## config.mk

```make
export PLATFORM = sky130hd
export DESIGN_NAME = rsu_param_sequencer
export DESIGN_NICKNAME = d
export VERILOG_FILES = /design/src/rtl/rsu_pkg.sv /design/src/rtl/rsu_wdt_counter.sv /design/src/rtl/rsu_param_sequencer.sv
export SDC_FILE = /design/constraint.sdc
export NUM_CORES = 1
export LEC_CHECK = 0
export CORE_MARGIN = 2
export CORE_UTILIZATION = 40
export DETAILED_ROUTE_END_ITERATION = 8
export GPL_ROUTABILITY_DRIVEN = 0
export HOLD_SLACK_MARGIN = 0.1
export PLACE_DENSITY = 0.77
export SLEW_MARGIN = 10
export SYNTH_ARGS = -nofsm -noshare
export SYNTH_HDL_FRONTEND = slang
export SYNTH_SLANG_ARGS = --single-unit
```

## constraint.sdc

```tcl
create_clock -name AClkH -period 2.5 [get_ports AClkH]
set_clock_uncertainty 0.1 [all_clocks]
set_input_delay 0.375 -clock AClkH [delete_from_list [all_inputs] [get_ports AClkH]]
set_output_delay 0.375 -clock AClkH [all_outputs]
set_load 0.01 [all_outputs]
```

## src/rtl/rsu_pkg.sv

```systemverilog
// Shared definitions for the remote-system-update parameter sequencer family.
package rsu_pkg;

    localparam int unsigned CParamW = 3;
    localparam int unsigned CSrcW   = 2;
    localparam int unsigned CDataW  = 32;

    typedef enum logic [4:0] {
        ST_IDLE    = 5'b00001,
        ST_ISSUE   = 5'b00010,
        ST_WAIT    = 5'b00100,
        ST_CAPTURE = 5'b01000,
        ST_DONE    = 5'b10000
    } state_e;

    localparam logic CReqIdA = 1'b0;
    localparam logic CReqIdB = 1'b1;

endpackage

```

## src/rtl/rsu_wdt_counter.sv

```systemverilog
// Free-running watchdog counter; its MSB is the refresh toggle for the update IP.
module rsu_wdt_counter #(
    parameter int unsigned CWidth = 8
) (
    input  logic clk,
    input  logic rst_n,
    input  logic en,
    output logic msb
);

    logic [CWidth-1:0] count_r;

    // Counter wraps naturally at 2^CWidth.
    always_ff @(posedge clk or negedge rst_n) begin
        if (!rst_n) begin
            count_r <= '0;
        end else if (en) begin
            count_r <= count_r + CWidth'(1);
        end
    end

    assign msb = count_r[CWidth-1];

endmodule

```

## src/rtl/rsu_param_sequencer.sv

```systemverilog
// Arbitrates two requesters onto the update IP's parameter interface, refreshes
// its watchdog and holds off reconfig until no transaction is in flight.
module rsu_param_sequencer
    import rsu_pkg::*;
#(
    parameter int unsigned CTimeout = 1024,
    parameter int unsigned CWdtLog  = 8,
    parameter int unsigned CMinWait = 2
) (
    input  logic              AClkH,
    input  logic              AResetHN,
    input  logic              AClkHEn,
    input  logic              AReqA,
    input  logic              AWrA,
    input  logic [CParamW-1:0] AParamA,
    input  logic [CSrcW-1:0]  ASrcA,
    input  logic [CDataW-1:0] AMosiA,
    input  logic              AReqB,
    input  logic              AWrB,
    input  logic [CParamW-1:0] AParamB,
    input  logic [CSrcW-1:0]  ASrcB,
    input  logic [CDataW-1:0] AMosiB,
    output logic              ADoneA,
    output logic              ADoneB,
    output logic [CDataW-1:0] AMiso,
    output logic              AErr,
    output logic              ABusy,
    input  logic              AReconfigReq,
    output logic              ORsuReadParam,
    output logic              ORsuWriteParam,
    output logic [CParamW-1:0] ORsuParam,
    output logic [CSrcW-1:0]  ORsuSrc,
    output logic [CDataW-1:0] ORsuDataIn,
    input  logic              IRsuBusy,
    input  logic [CDataW-1:0] IRsuDataOut,
    output logic              ORsuResetTimer,
    output logic              ORsuReconfig
);

    localparam int unsigned CCntW = $clog2(CTimeout + 1);

    state_e             state_r;
    logic [CCntW-1:0]   wait_cnt_r;
    logic [CCntW-1:0]   wait_next_s;
    logic               wait_done_s;
    logic               wait_tmo_s;
    logic               grant_id_r;
    logic               wr_r;
    logic               pending_r;
    logic               sel_wr_s;
    logic [CParamW-1:0] sel_param_s;
    logic [CSrcW-1:0]   sel_src_s;
    logic [CDataW-1:0]  sel_mosi_s;

    assign wait_next_s = wait_cnt_r + CCntW'(1);
    assign wait_done_s = (wait_next_s >= CCntW'(CMinWait)) && !IRsuBusy;
    assign wait_tmo_s  = (wait_next_s == CCntW'(CTimeout - 1)) && IRsuBusy;

    // Fixed-priority request mux: A wins whenever it asks.
    always_comb begin
        sel_wr_s    = AWrB;
        sel_param_s = AParamB;
        sel_src_s   = ASrcB;
        sel_mosi_s  = AMosiB;
        if (AReqA) begin
            sel_wr_s    = AWrA;
            sel_param_s = AParamA;
            sel_src_s   = ASrcA;
            sel_mosi_s  = AMosiA;
        end else begin
            sel_wr_s    = AWrB;
            sel_param_s = AParamB;
            sel_src_s   = ASrcB;
            sel_mosi_s  = AMosiB;
        end
    end

    // Transaction FSM with registered strobes, completion pulses and reconfig gate.
    always_ff @(posedge AClkH or negedge AResetHN) begin
        if (!AResetHN) begin
            state_r        <= ST_IDLE;
            wait_cnt_r     <= '0;
            grant_id_r     <= CReqIdA;
            wr_r           <= 1'b0;
            pending_r      <= 1'b0;
            ADoneA         <= 1'b0;
            ADoneB         <= 1'b0;
            AMiso          <= '0;
            AErr           <= 1'b0;
            ABusy          <= 1'b0;
            ORsuReadParam  <= 1'b0;
            ORsuWriteParam <= 1'b0;
            ORsuParam      <= '0;
            ORsuSrc        <= '0;
            ORsuDataIn     <= '0;
            ORsuReconfig   <= 1'b0;
        end else if (AClkHEn) begin
            if (AReconfigReq) begin
                pending_r <= 1'b1;
            end
            case (state_r)
                ST_IDLE: begin
                    // A pending reconfig takes this idle slot so it never lands mid-transaction.
                    if (pending_r) begin
                        ORsuReconfig <= 1'b1;
                        pending_r    <= 1'b0;
                    end else if (AReqA || AReqB) begin
                        grant_id_r     <= AReqA ? CReqIdA : CReqIdB;
                        wr_r           <= sel_wr_s;
                        ORsuParam      <= sel_param_s;
                        ORsuSrc        <= sel_src_s;
                        ORsuDataIn     <= sel_mosi_s;
                        ORsuReadParam  <= ~sel_wr_s;
                        ORsuWriteParam <= sel_wr_s;
                        ABusy          <= 1'b1;
                        AErr           <= 1'b0;
                        state_r        <= ST_ISSUE;
                    end
                end
                ST_ISSUE: begin
                    ORsuReadParam  <= 1'b0;
                    ORsuWriteParam <= 1'b0;
                    wait_cnt_r     <= '0;
                    state_r        <= ST_WAIT;
                end
                ST_WAIT: begin
                    if (wait_done_s) begin
                        state_r <= ST_CAPTURE;
                    end else if (wait_tmo_s) begin
                        AErr    <= 1'b1;
                        ADoneA  <= (grant_id_r == CReqIdA);
                        ADoneB  <= (grant_id_r == CReqIdB);
                        state_r <= ST_DONE;
                    end else begin
                        wait_cnt_r <= wait_next_s;
                    end
                end
                ST_CAPTURE: begin
                    if (!wr_r) begin
                        AMiso <= IRsuDataOut;
                    end
                    ADoneA  <= (grant_id_r == CReqIdA);
                    ADoneB  <= (grant_id_r == CReqIdB);
                    state_r <= ST_DONE;
                end
                ST_DONE: begin
                    ADoneA  <= 1'b0;
                    ADoneB  <= 1'b0;
                    ABusy   <= 1'b0;
                    state_r <= ST_IDLE;
                end
                default: begin
                    ORsuReadParam  <= 1'b0;
                    ORsuWriteParam <= 1'b0;
                    ADoneA         <= 1'b0;
                    ADoneB         <= 1'b0;
                    ABusy          <= 1'b0;
                    state_r        <= ST_IDLE;
                end
            endcase
        end
    end

    rsu_wdt_counter #(
        .CWidth(CWdtLog)
    ) u_wdt (
        .clk  (AClkH),
        .rst_n(AResetHN),
        .en   (AClkHEn),
        .msb  (ORsuResetTimer)
    );

endmodule
```

* Yosys cells after proc, flatten, opt, wreduce, memory -nomap -nowiden
Index checks and enable logic that the tools add are counted.
** Storage, ports and cells
- Output and inout port bits :: 77
- Input bits :: 115
- Register bits :: 103
** Cells by class
- Eq/ne operators :: 12
- Bitwise gates (word level) :: 7
- $lt $le $gt $ge :: 1
- Add/sub/neg operators :: 2
- Reductions and logical operators :: 18
- Multiplexer cells :: 36
** Operators with widths (count)
- two-way mux 32 bit :: 1
- AND reduction 4 bit :: 6
- two-way mux 11 bit :: 2
- case mux 11 bit (2 select lines) :: 1
- two-way mux 5 bit :: 4
- case mux 5 bit (4 select lines) :: 1
- two-way mux 1 bit :: 19
- adder 11 x 1 -> 11 bit (second input constant) :: 1
- == test 11 x 10 -> 1 bit (second input constant) :: 1
- >= comparator 11 x 2 -> 1 bit (second input constant) :: 1
- inequality test 2 bit (second input constant) :: 5
- adder 8 x 1 -> 8 bit (second input constant) :: 1
- case mux 1 bit (2 select lines) :: 4
- NOT 1 bit :: 7
- case mux 1 bit (3 select lines) :: 2
- AND reduction 3 bit :: 2
- AND reduction 6 bit :: 1
- OR reduction 3 bit :: 2
- == test 5 x 1 -> 1 bit (second input constant) :: 1
- == test 5 x 2 -> 1 bit (second input constant) :: 1
- == test 5 x 3 -> 1 bit (second input constant) :: 1
- == test 5 x 4 -> 1 bit (second input constant) :: 1
- == test 5 bit (second input constant) :: 1
- nonzero test 2 bit :: 2
- other kinds (7) :: 8

* Depth between registers and ports, before layout
Gate-level depths: netlist of run 1.
- Depth in word-level cells :: 6
- Depth in mapped cells :: 10
- Gate-level depth less buffers :: 8

* Hierarchy
Synthesis of run 1 repeated with hierarchy kept, for this count alone.
** Second synthesis, totals
- Cells, all modules :: 471
- Area, all modules :: 5023.6 sq um
** By module, submodules not included
- rsu_param_sequencer :: area an instance 4682.0 sq um, cells each 443, instances 1
- rsu_wdt_counter :: area an instance 341.6 sq um, cells each 28, instances 1

* Least setup slack after synthesis of run 1
No wires, ideal clock.
- Kind :: register to register
- Start :: reg wait_cnt_r[0]
- End :: reg wait_cnt_r[4]
- Required time :: 2.331 ns
- Cell stages (with the launch flop) :: 9
- Arrival :: 2.261 ns
- Path slack :: 0.069 ns
- Setup time :: 0.069 ns
- Path through :: dfrtp_1 > buf_2 > and3_1 > clkbuf_1 > a2111o_1 > a211oi_2 > a21oi_1 > or4b_1 > nand3_1
** On the way
- Cells in the longest elaborated chain, start to end :: 5
- Elaborated cells between the ends (all ways) :: 11
** Ends and longest elaborated chain
- start: declaration :: line rsu_param_sequencer.sv:43 : logic [CCntW-1:0] wait_cnt_r;
- start signal: assignment :: line rsu_param_sequencer.sv:135 : wait_cnt_r <= wait_next_s;
- adder 11 x 1 -> 11 bit (*) :: line rsu_param_sequencer.sv:55 : assign wait_next_s = wait_cnt_r + CCntW'(1);
- >= comparator 11 x 2 -> 1 bit / == test 11 x 10 -> 1 bit (equally long branches) :: line rsu_param_sequencer.sv:56, rsu_param_sequencer.sv:57
- logical AND 1 bit, on equally long branches :: line rsu_param_sequencer.sv:56, rsu_param_sequencer.sv:57
- inequality test 2 bit (no line)
- AND reduction 4 bit (no line)
Mark *: on every way between the ends. The rest lies on a longest branch, timed or not. The select of a mux whose other input is x is not followed.
A chain may end at the register's enable or synchronous reset.

* Worst setup path in the final report of run 1
Same ends and word-level chain as after synthesis.

==> flow_summary.yaml, run 1 <==
clock_tree:
  numCtsBuffers: 9
  htreeDepth: 3
  clkLatencyLatePin_ns: 0.33
  clock_sinks: 103
  tritoncts: "built"
  clock_path_buffers: 2
  clk_root_buffer_cell: "clkbuf_16"
  clk_pin_slew_ns: 0.07
run_status:
  outcome: "finished clean"
layout:
  drive_gt1_share_pct: 15.2
  fin_util_pct: 62.2
  area_delta_synth_final_pct: 51.0
  fin_nets: 785
  final_cells: 839
  diodes: 0
  design_area_um2: 7510
yosys:
  synth_area_per_cell_um2: 10.7
  synth_nets: 583
  synthArstFlopShare_pct: 100
  ys_seq_area_share_pct: 51.9
  ys.flop_type: "dfrtp_1"
  ys_ff_latch: 103
  ys_warn_count: 0
  postSynthCellCount: 464
  synth-edff-count: 0
  netlist_area_um2: 4970
  synth.distinct_cells: 60
sta:
  rsz0062_at_grt: "yes"
  finalSetupViolCount: 0
  worst_hold_slack_ns: 0.370
  fin_crit_sh_pct: 97.9
  tns_ns: 0
  slew_headroom_pct: 55.8
  fin_crit_ns: 2.45
  fmax_mhz: 409
  tightest_slew_ns: 0.662
  hold_viol: 0
  fin_ws_ns: 0.0533
  maxSlewViolCount: 0
worst_setup_path:
  critical_path.top_delay_family: "simple AND/OR/NAND/NOR gates"
  rrSetupSlack_ns: 0.05
  crit_buf_inv: 0
  cp_max_fo: 7
  cp_slowest_cell: "or4b_4"
  setup.worst_path.class: "register to register"
  endpoint_kind: "register"
  crit_required_ns: 2.67
  cp.arrival_ns: 2.62
  crit_path_start_kind: "register"
  critPathMaxStageDelay_ns: 0.46
  worstPathCellList: "ha_2 > a21o_1 > or4b_4 > a32oi_2 > o311a_2 > or4b_1 > nand3_1"
floorplanning:
  fp.dieW_um: 115
  boundaryPins: 192
  fp.dieH_um: 115
  start_util_pct: 41.2
  die_area_um2: 13300
  core.rowCount: 40
  core_um2: 12100
run:
  cap_violations: 0
routing:
  drc: 0
  drt_iter0_drc: 326
  via_count: 4272
  wl_um: 13200
  wl_per_cell_um: 15.7
  via_per_inst: 5.09
  ant_nets: 0
  first_pass_iters: 4
global_routing:
  grt_antenna_before_repair: 0
  overflow: 0
  grt_pass1_vias: 4324
  grt_pass1_wl_um: 21000
  grt_max_degree: 58
  track_usage_pct: 19.9
placed_design:
  io_buffer_count: 191
  place_area_um2: 7190
  dp_cells: 820
  dpl.hpwl_um: 10000
  pre_cts_ws_ns: 0.000846
power:
  power-per-cell-area_nw_per_um2: 879
  p_leak_nw: 3.30
  vdd_drop_max_mv: 0.442
  power_mw: 6.60
worst_hold_path:
  hp-class: "register to register"
## where the power goes
group | switching [mW] | internal, mW | total [mW]
Combinational | 1.22 | 1.50 | 2.72
Clock | 0.591 | 0.701 | 1.29
Sequential | 0.356 | 2.24 | 2.59
Total | 2.16 | 4.43 | 6.60
## cell type report
cell class | instances | area (um2)
tap | 168 | 210
sequential | 103 | 2580
timing repair buffer | 225 | 2170
multi-input combinational | 319 | 2240
clock inverter | 5 | 31.3
clock buffer | 11 | 243
fill | 1025 | 4550
inverter | 8 | 30.0
## worst reg2reg max path: cells and delay by family, from the launching register on
family                     cells  cell delay, ns
AOI/OAI and AO/OA              3            0.66
adders and majority gates      1            0.27
DFF                            1            0.37
and+or+nand+nor                3            0.98
## kinds of logic (layout without fill, tap and decap cells)
kind of cell | after synthesis | count (layout) | share of synthesized area, %
AOI/OAI and AO/OA | 101 | 101 | 13.2
xor gates and xnor gates | 9 | 9 | 1.59
adders and majority gates | 4 | 4 | 1.01
buffers and inverters | 42 | 249 | 3.55
DFF | 103 | 103 | 51.9
muxes | 76 | 76 | 16.2
and+or+nand+nor | 129 | 129 | 12.6
## Yosys cell counts (all sizes together) (2+ instances only)
master   count  share of area, %
nand3       12               1.3
o21ai       46               4.6
o21a         2              0.30
ha           4               1.0
a21o         4              0.60
nor3         4              0.40
xnor2        7               1.2
xor2         2              0.35
a32oi        2              0.50
and4         2              0.35
nand4        8               1.0
nor3b        2              0.30
or4b         2              0.48
and3         5              0.65
inv          8              0.60
a21bo        2              0.40
nand2       62               4.7
mux2        34               7.7
buf         15               1.5
nor2b        2              0.25
dfrtp      102                51
a31oi        9               1.1
or3b         2              0.35
o31ai        4              0.60
o2111ai      2              0.35
nor2        16               1.2
mux2i       42               8.5
a211o        3              0.53
nand2b       3              0.38
o22ai        5              0.63
clkbuf      19               1.4
a21oi        7              0.70
and2         3              0.38
a211oi       4              0.70
o211ai       3              0.45
## path summary, 6_finish.rpt
path / startpoint / endpoint / cells after the start
max reg2reg: wait_cnt_r[0] / wait_cnt_r[4] / 7
max: wait_cnt_r[0] / wait_cnt_r[4] / 7
min in group asynchronous: AResetHN / AMiso[18] / 2
max in group asynchronous: AResetHN / state_r[0] / 3
min: u_wdt.count_r[6] / u_wdt.count_r[6] / 1
min reg2reg: u_wdt.count_r[6] / u_wdt.count_r[6] / 1
## metal layers
layer | vias up | GRT usage, % | part of all wire, %
met5 | - | 0 | 0
met4 | 0 | 4.98 | 1.6
met3 | 18 | 5.18 | 7.6
met2 | 187 | 35.9 | 51
met1 | 1998 | 23.6 | 40
li1 | 2069 | - | -
## cells in the final DEF (no fill, tap or decap), types with 4 or more instances in the layout
cell type,netlist,routed
clkdlybuf4s50_1,0,189
dfrtp_1,102,101
nand2_1,62,62
o21ai_0,45,45
mux2i_1,42,42
buf_4,0,33
mux2_2,31,31
nor2_1,16,16
nand3_1,11,10
a31oi_1,9,9
clkbuf_16,0,9
inv_1,8,8
nand4_1,8,8
xnor2_1,7,7
o22ai_1,5,5
a21oi_1,7,5
nor3_1,4,4
o31ai_1,4,4
and3_1,4,4
## sequential cells by signal, indices dropped and copies added, names as in the netlist, 2 cells and up
name           cells
ORsuSrc            2
ORsuParam          3
wait_cnt_r        11
AMiso             32
state_r            5
ORsuDataIn        32
u_wdt.count_r      8
## repair_timing
item | 4_1_cts | 5_1_grt
gates resized for setup | 1 | 5
pin swaps | 0 | 1
buffers inserted | 0 | 2
setup endpoints to repair | 1 | 11
hold buffers | 1 | 0
hold endpoints to repair | 49 | 0
No activity file was read; power rests on OpenSTA's default activity.
==> inputs of run 2 (changes only) <==
==> constraint.sdc (replaced) <==
create_clock -name AClkH -period 2.15 [get_ports AClkH]
set_clock_uncertainty 0.1 [all_clocks]
set_input_delay 0.3225 -clock AClkH [delete_from_list [all_inputs] [get_ports AClkH]]
set_output_delay 0.3225 -clock AClkH [all_outputs]
set_load 0.01 [all_outputs]
==> flow_summary.yaml, run 2 (same netlist as run 1, synthesis figures left out) <==
global_routing:
  grt_pass1_wl_um: 22800
  grt_pass1_vias: 4774
  grt_antenna_before_repair: 1
  track_usage_pct: 21.9
  overflow: 0
  grt_max_degree: 80
floorplanning:
  die_area_um2: 13300
  fp.dieW_um: 115
  boundaryPins: 192
  fp.dieH_um: 115
  core.rowCount: 40
  core_um2: 12100
  start_util_pct: 41.2
placed_design:
  io_buffer_count: 191
  dpl.hpwl_um: 10700
  dp_cells: 844
sta:
  fin_ws_ns: -0.209
  maxSlewViolCount: 0
  fin_crit_ns: 2.36
  rsz0062_at_grt: "yes"
  tightest_slew_ns: 0.510
  fmax_mhz: 424
  worst_hold_slack_ns: 0.367
  finalSetupViolCount: 18
  slew_headroom_pct: 66.0
  hold_viol: 0
  tns_ns: -2.67
  fin_crit_sh_pct: 110
clock_tree:
  clock_path_buffers: 2
  clk_root_buffer_cell: "clkbuf_16"
  clock_sinks: 103
  tritoncts: "built"
  clk_pin_slew_ns: 0.07
  htreeDepth: 3
  numCtsBuffers: 9
  clkLatencyLatePin_ns: 0.35
worst_setup_path:
  cp_max_fo: 5
  crit_buf_inv: 1
  critPathMaxStageDelay_ns: 0.48
  setup.worst_path.class: "register to register"
  cp.arrival_ns: 2.54
  crit_path_start_kind: "register"
  reg2reg_depth: 8
  crit_required_ns: 2.33
  cp.depth: 8
  cp_slowest_cell: "or4b_1"
  worstPathCellList: "ha_4 > buf_6 > a211oi_2 > o2111ai_2 > a211oi_4 > a21oi_2 > or4b_1 > nand3_1"
  endpoint_kind: "register"
  critical_path.top_delay_family: "compound AO/OA/AOI/OAI gates"
routing:
  wl_per_cell_um: 17.0
  via_per_inst: 5.26
  wl_um: 14800
  drc: 0
  ant_nets: 0
  first_pass_iters: 5
  via_count: 4594
  drt_iter0_drc: 278
worst_hold_path:
  hp-class: "register to register"
  whs_path_depth: 1
layout:
  fin_nets: 818
  final_cells: 873
  multiInputGateArea_um2: 2460
  drive_gt1_share_pct: 22.6
  nFillCells: 919
  area_delta_synth_final_pct: 62.1
  fin_util_pct: 66.8
  layout_commonest_cell: "clkdlybuf4s50_1"
  final_cell_mix: "189 x clkdlybuf4s50_1, 99 x dfrtp_1, 62 x nand2_1, 50 x buf_4"
  reg_top3: "AMiso: 32 flops, ORsuDataIn: 32 flops, wait_cnt_r: 11 flops"
  regArea_um2: 2580
run_status:
  violations: "setup timing"
  outcome: "finished with violations"
power:
  power-per-cell-area_nw_per_um2: 1010
  p_leak_nw: 3.54
  power_mw: 8.17
  vdd_drop_max_mv: 0.503
run:
  cap_violations: 0
==> run 2: per-layer routing <==
metal | up-vias | wire (um) | part of all wire (%) | track usage, %
li1 | 2128 | - | - | -
met1 | 2173 | 5600 | 38 | 24.6
met2 | 237 | 7620 | 51 | 39.3
met3 | 56 | 1020 | 6.9 | 3.92
met4 | 0 | 583 | 3.9 | 11.8
met5 | - | 0 | 0 | 0
==> run 2: timing repair <==
action,CTS,global route
setup buffers,8,0
resized for setup,27,29
hold endpoints to repair,32,0
pin swaps,14,4
setup endpoints to repair,18,20
hold buffers,1,0
gates cloned,0,3
==> run 2: final timing paths <==
kind | from | end | slack (ns)
hold / removal | u_wdt.count_r[5] | u_wdt.count_r[5] | 0.37
setup / recovery | wait_cnt_r[0] | wait_cnt_r[4] | -0.21
hold reg to reg | u_wdt.count_r[5] | u_wdt.count_r[5] | 0.37
setup reg to reg | wait_cnt_r[0] | wait_cnt_r[4] | -0.21
max in group asynchronous | AResetHN | ORsuDataIn[20] | 0.97
min in group asynchronous | AResetHN | wait_cnt_r[2] | 0.38
==> run 2: cell type report <==
type                    count  share of cell area [%]
well taps                 168                    2.61
clock buffers              13                    3.11
inverters                   8                   0.373
diodes                      1                  0.0311
clock inverters             3                   0.264
multi-input cells         319                    30.5
repair buffers            258                    31.1
flip-flops and latches    103                    32.0
==> run 2: where the power goes <==
part	total, mW	switching, mW	internal, mW	leakage (nW)
combinational	3.60	1.61	1.99	2.10
clock	1.53	0.708	0.819	0.130
sequential	3.04	0.439	2.60	1.31
total	8.17	2.76	5.42	3.54
==> run 2: stage by stage <==
stage	worst slack, ns	instance area (um2)
4_1_cts	-0.160	7910
2_1_floorplan	-0.216	5020
5_1_grt	-0.270	8060
3_5_place_dp	-0.299	7420
6_report	-0.209	8060
3_3_place_gp	-0.158	7420
